<file path="src/rtl/mem_arbiter.sv">
// mem_arbiter: two-port round-robin arbiter and access sequencer for a
// single-port, big-endian, byte-addressed data RAM. Each accepted request
// takes three cycles: grant (IDLE), RAM access (ACCESS), response (RESP).
module mem_arbiter #(
    parameter int unsigned MEM_BYTES = 2048
) (
    input  logic        clk,
    input  logic        rst,

    input  logic        p0_req_valid,
    output logic        p0_req_ready,
    input  logic        p0_req_we,
    input  logic [1:0]  p0_req_size,
    input  logic [31:0] p0_req_addr,
    input  logic [31:0] p0_req_wdata,
    output logic        p0_rsp_valid,
    output logic [31:0] p0_rsp_rdata,
    output logic        p0_rsp_err,

    input  logic        p1_req_valid,
    output logic        p1_req_ready,
    input  logic        p1_req_we,
    input  logic [1:0]  p1_req_size,
    input  logic [31:0] p1_req_addr,
    input  logic [31:0] p1_req_wdata,
    output logic        p1_rsp_valid,
    output logic [31:0] p1_rsp_rdata,
    output logic        p1_rsp_err,

    output logic [2:0]  ram_write_enable,
    output logic [31:0] ram_addr,
    output logic [31:0] ram_data_in,
    input  logic [31:0] ram_data_out
);

    typedef enum logic [1:0] {
        IDLE   = 2'd0,
        ACCESS = 2'd1,
        RESP   = 2'd2
    } state_t;

    state_t      state;
    state_t      state_next;

    // Round-robin pointer: port that wins when both request.
    logic        prio;

    // Latched request.
    logic        lat_port;
    logic        lat_we;
    logic [1:0]  lat_size;
    logic [31:0] lat_addr;
    logic [31:0] lat_wdata;

    // Result captured in ACCESS, presented in RESP.
    logic [31:0] cap_data;
    logic        cap_err;

    logic        grant;
    logic        grant_port;

    logic [2:0]  nbytes;
    logic [32:0] last_byte;
    logic        req_err;
    logic [2:0]  we_code;
    logic [31:0] load_data;

    // State register.
    always_ff @(posedge clk or posedge rst) begin
        if (rst) begin
            state <= IDLE;
        end else begin
            state <= state_next;
        end
    end

    // Arbitration, next state, handshake, RAM strobe and response outputs.
    always_comb begin
        state_next       = state;
        grant            = 1'b0;
        grant_port       = 1'b0;
        p0_req_ready     = 1'b0;
        p1_req_ready     = 1'b0;
        ram_write_enable = '0;
        p0_rsp_valid     = 1'b0;
        p0_rsp_rdata     = '0;
        p0_rsp_err       = 1'b0;
        p1_rsp_valid     = 1'b0;
        p1_rsp_rdata     = '0;
        p1_rsp_err       = 1'b0;
        case (state)
            IDLE: begin
                if (p0_req_valid || p1_req_valid) begin
                    grant        = 1'b1;
                    grant_port   = (p0_req_valid && p1_req_valid) ? prio : p1_req_valid;
                    p0_req_ready = ~grant_port;
                    p1_req_ready = grant_port;
                    state_next   = ACCESS;
                end
            end
            ACCESS: begin
                if (lat_we && !req_err) begin
                    ram_write_enable = we_code;
                end
                state_next = RESP;
            end
            RESP: begin
                if (lat_port) begin
                    p1_rsp_valid = 1'b1;
                    p1_rsp_rdata = cap_data;
                    p1_rsp_err   = cap_err;
                end else begin
                    p0_rsp_valid = 1'b1;
                    p0_rsp_rdata = cap_data;
                    p0_rsp_err   = cap_err;
                end
                state_next = IDLE;
            end
            default: begin
                state_next = IDLE;
            end
        endcase
    end

    // Capture the granted request and rotate the priority pointer.
    always_ff @(posedge clk or posedge rst) begin
        if (rst) begin
            prio      <= 1'b0;
            lat_port  <= 1'b0;
            lat_we    <= 1'b0;
            lat_size  <= '0;
            lat_addr  <= '0;
            lat_wdata <= '0;
        end else if (grant) begin
            prio     <= ~grant_port;
            lat_port <= grant_port;
            if (grant_port) begin
                lat_we    <= p1_req_we;
                lat_size  <= p1_req_size;
                lat_addr  <= p1_req_addr;
                lat_wdata <= p1_req_wdata;
            end else begin
                lat_we    <= p0_req_we;
                lat_size  <= p0_req_size;
                lat_addr  <= p0_req_addr;
                lat_wdata <= p0_req_wdata;
            end
        end
    end

    // Alignment/range checks, write-enable encoding and load extraction.
    always_comb begin
        case (lat_size)
            2'd0:    nbytes = 3'd1;
            2'd1:    nbytes = 3'd2;
            default: nbytes = 3'd4;
        endcase
        // 33-bit sum so addresses near 2^32 cannot wrap into range.
        last_byte = {1'b0, lat_addr} + {30'b0, nbytes} - 33'd1;
        req_err   = (lat_size == 2'd3)
                 || (lat_size == 2'd1 && lat_addr[0])
                 || (lat_size == 2'd2 && lat_addr[1:0] != 2'b00)
                 || (last_byte >= 33'(MEM_BYTES));
        case (lat_size)
            2'd0:    we_code = 3'b100;
            2'd1:    we_code = 3'b010;
            2'd2:    we_code = 3'b001;
            default: we_code = 3'b000;
        endcase
        case (lat_size)
            2'd0:    load_data = {24'b0, ram_data_out[31:24]};
            2'd1:    load_data = {16'b0, ram_data_out[31:16]};
            default: load_data = ram_data_out;
        endcase
    end

    // Register the response payload at the end of ACCESS.
    always_ff @(posedge clk or posedge rst) begin
        if (rst) begin
            cap_data <= '0;
            cap_err  <= 1'b0;
        end else if (state == ACCESS) begin
            cap_err  <= req_err;
            cap_data <= (req_err || lat_we) ? 32'd0 : load_data;
        end
    end

    assign ram_addr    = lat_addr;
    assign ram_data_in = lat_wdata;

endmodule
</file>
<file path="config.mk">
export PLATFORM = sky130hd
export DESIGN_NAME = mem_arbiter
export DESIGN_NICKNAME = d
export VERILOG_FILES = /design/src/rtl/mem_arbiter.sv
export SDC_FILE = /design/constraint.sdc
export NUM_CORES = 1
export LEC_CHECK = 0
export CAP_MARGIN = 10
export CORE_UTILIZATION = 40
export DETAILED_ROUTE_END_ITERATION = 10
export DONT_BUFFER_PORTS = 1
export HOLD_SLACK_MARGIN = 0.06
export SYNTH_ARGS = -nofsm -noshare
export SYNTH_HDL_FRONTEND = slang
export SYNTH_SLANG_ARGS = --single-unit
</file>
<file path="constraint.sdc">
create_clock -name clk -period 9.82 [get_ports clk]
set_clock_uncertainty 0.15 [all_clocks]
set_input_delay 1.964 -clock clk [delete_from_list [all_inputs] [get_ports clk]]
set_output_delay 1.964 -clock clk [all_outputs]
set_load 0.05 [all_outputs]
</file>
==> flow_summary_export.csv <==
group,metric,value,unit
floorplanning,die-area,18200,um2
run_status,status,"finished, final reports clean",
hold_path,hold_start,"cap_data[13]",
grt,antenna_found_initial,0,
placement,place_area,7190,um2
setup_path,startpoint_type,"flip-flop",
grt,grt_overflow,0,
setup_path,r2r_cells,14,
timing,slew_headroom,0.328,
cts,worstSkewPairLatency,0.36,ns
power,power.density,464,nW/um2
cells_and_area,num-nets-final,981,
cts,cts_resized,0,
synthesis,synth_largest_area_cell,"dfrtp_1",
flow_run,cap_violations,0,
placement,hpwl,14900,um
floorplanning,chipWidth,135,um
power,p_leak,3.51,nW
synthesis,ys_warn_count,0,
placement,gp_congestion,0.873,
setup_path,cp_cell_sequence,"nor2b_1, xnor2_1, ha_1, inv_1, fa_1, nand2b_1, a21oi_1, o21ai_0, nor2b_1, xnor2_1, or4_4, nor4_4, nand4_1, nor2_1",
cells_and_area,post-route-util,0.433,
route,first_pass_iters,8,
cells_and_area,fillers,1761,
grt,grt_usage,0.214,
floorplanning,num_rows,48,
route,first_iter_violations,551,
placement,place_inst,991,
power,power,3.47,mW
timing,tns,0,ns
floorplanning,die_height,135,um
grt,gr-usage-met1,0.261,
hold_path,hold_path_end,"cap_data[13]",
setup_path,required,7.71,ns
synthesis,yosys-top-cells-count,"inv_1 (111), dfrtp_1 (104), nand2_1 (86)",
cts,clk_path_buf_depth,2,
synthesis,yosysSeqAreaShare,0.368,
cts,hold_buffers,0,
setup_path,r2r_start,"lat_size[0]",
timing,grt_setup_unrepaired,"false",
synthesis,ys_types,61,
synthesis,syn_area_per_cell,8.69,um2
synthesis,ys_seq_elements,104,
grt,grt_pass1_vias,5586,
hold_path,hold_depth,2,
timing,finalSetupViolCount,0,
timing,layout_min_cycle_time,7.75,ns
cells_and_area,multiInputGateArea,3810,um2
synthesis,synth_top_area_frac,0.368,
route,vias_per_cell,5.93,
timing,worst_slack,2.07,ns
cells_and_area,fin_cells,1007,
cts,post_cts_buffers,0,
timing,max_freq,0.129,GHz
timing,post-route-period-util,0.789,
timing,whs,0.342,ns
cts,htree_levels,3,
cells_and_area,final_layout_size_suffix_gt1_frac,0.0972,
floorplanning,start_util,0.409,
timing,worstMarginPinSlew,1.00,ns
grt,top_usage_layer,"met2",
grt,grt_pass1_wl,29900,um
hold_path,hp-class,"flip-flop to flip-flop",
synthesis,yosysMostFrequentCell,"inv_1",
cells_and_area,ff_latch_area,2600,um2
synthesis,synth_fp_nets,1017,
cts,root_buffer,"clkbuf_16",
grt,grt_start_max_net_pins,70,
setup_path,ff2ff_setup_slack,4.47,ns
grt,use_met2,0.363,
timing,hold_violations,0,
route,detail-route-antenna-nets,0,
synthesis,synth.area.top_cells,"dfrtp_1 (37%), a222oi_1 (9.3%), and2_1 (6.0%), inv_1 (5.9%), ha_1 (5.8%)",
setup_path,max_stage_delay,0.85,ns
setup_path,critPathMaxFanout,14,
placement,port_buffers,0,
route,wire_per_inst,19.5,um
synthesis,syn_inst,813,
setup_path,slowest_stage,"nor2_1",
synthesis,netlist_area,7070,um2
setup_path,arrival,5.63,ns
cells_and_area,final_area,7480,um2
route,drc,0,
setup_path,end_kind,"output port",
placement,dp_slack,2.43,ns
cells_and_area,area.growth.synth_to_final,5.86,%
cts,numCtsBuffers,9,
floorplanning,coreArea,17300,um2
synthesis,synth_edf_count,0,
timing,slew_violations,0,
route,drt_wl_total,19700,um
cells_and_area,diodes,0,
floorplanning,ios,307,
setup_path,worstReg2RegEnd,"cap_data[30]",
cts,cts_tree,"yes",
power,irDropWorstVdd,0.226,mV
synthesis,ys.flop_type,"dfrtp_1",
setup_path,critPathKind,"flip-flop to output port",
route,num_vias,5975,
cts,clk_pin_slew,0.08,ns
synthesis,async_flop_share,1.00,
cts,numClockSinks,104,
grt,met3_usage,0.0529,
-- state kept, by name, indices dropped and copies added (netlist names) --
signal       count
ram_data_in     32
lat_we           1
ram_addr        32
lat_port         1
lat_size         2
prio             1
cap_err          1
cap_data        32
state            2
-- worst max path at each step --
stage | start | endpoint | slack [ns] | cells after the start
final | lat_size[0] | ram_write_enable[2] | 2.07 | 14
after global placement | lat_size[0] | ram_write_enable[2] | 2.49 | 14
after floorplan | lat_size[1] | ram_write_enable[1] | 3.13 | 16
after global routing | lat_size[0] | ram_write_enable[2] | 1.69 | 14
after CTS | lat_size[0] | ram_write_enable[2] | 2.02 | 14
after detailed placement | lat_size[0] | ram_write_enable[2] | 2.43 | 14
-- layer usage --
| metal | wire length, um | share of wire | up-vias |
|---|---|---|---|
| met5 | 0 | 0 | - |
| met4 | 438 | 0.022 | 0 |
| met3 | 1370 | 0.070 | 28 |
| met2 | 9450 | 0.48 | 274 |
| met1 | 8410 | 0.43 | 2832 |
| li1 | - | - | 2841 |
-- final cells by class --
type | count | area share
clock buffers | 10 | 0.0306
clock inverters | 6 | 0.00836
inverters | 111 | 0.0560
multi-input cells | 542 | 0.510
flip-flops and latches | 104 | 0.348
well taps | 225 | 0.0376
repair buffers | 9 | 0.00953
-- cells in the final DEF, fill, tap and decap left out, types with 7 or more instances in the layout --
| master | netlist | routed |
|---|---|---|
| nor3_1 | 12 | 10 |
| mux2i_1 | 12 | 12 |
| clkbuf_16 | 0 | 9 |
| nor2_1 | 38 | 38 |
| dfrtp_1 | 104 | 104 |
| ha_1 | 33 | 33 |
| xnor2_1 | 9 | 9 |
| nand2_1 | 86 | 86 |
| a222oi_1 | 66 | 66 |
| nand3_1 | 7 | 7 |
| a21o_1 | 10 | 10 |
| buf_4 | 3 | 8 |
| o21ai_0 | 28 | 28 |
| and2_1 | 68 | 67 |
| nand4_1 | 10 | 10 |
| inv_1 | 111 | 110 |
| o21ai_2 | 31 | 31 |
| a22oi_1 | 8 | 8 |
| a21oi_1 | 43 | 43 |
-- kinds of logic after synthesis --
logic type               share of synthesized area
AND/OR/NAND/NOR                              0.184
flip-flops                                   0.368
adder cells (fa/ha/maj)                     0.0613
AO/OA/AOI/OAI                                0.255
XOR/XNOR                                    0.0149
multiplexers                                0.0186
buffers and inverters                       0.0972
-- worst max-delay path: cells and delay by family (launching register included) --
kind | cells | cell delay [ns]
AO/OA/AOI/OAI | 2 | 0.42
XOR/XNOR | 2 | 0.35
adder cells (fa/ha/maj) | 2 | 0.54
buffers and inverters | 1 | 0.06
flip-flops | 1 | 0.75
AND/OR/NAND/NOR | 7 | 3.13
-- where the power goes --
group          total [mW]  leakage (nW)  internal, mW  switching [mW]
clock network       0.356         0.143         0.179           0.177
registers            1.21          1.32         0.569           0.638
logic                1.90          2.05         0.721            1.18
(Power assumes the default switching activity.)
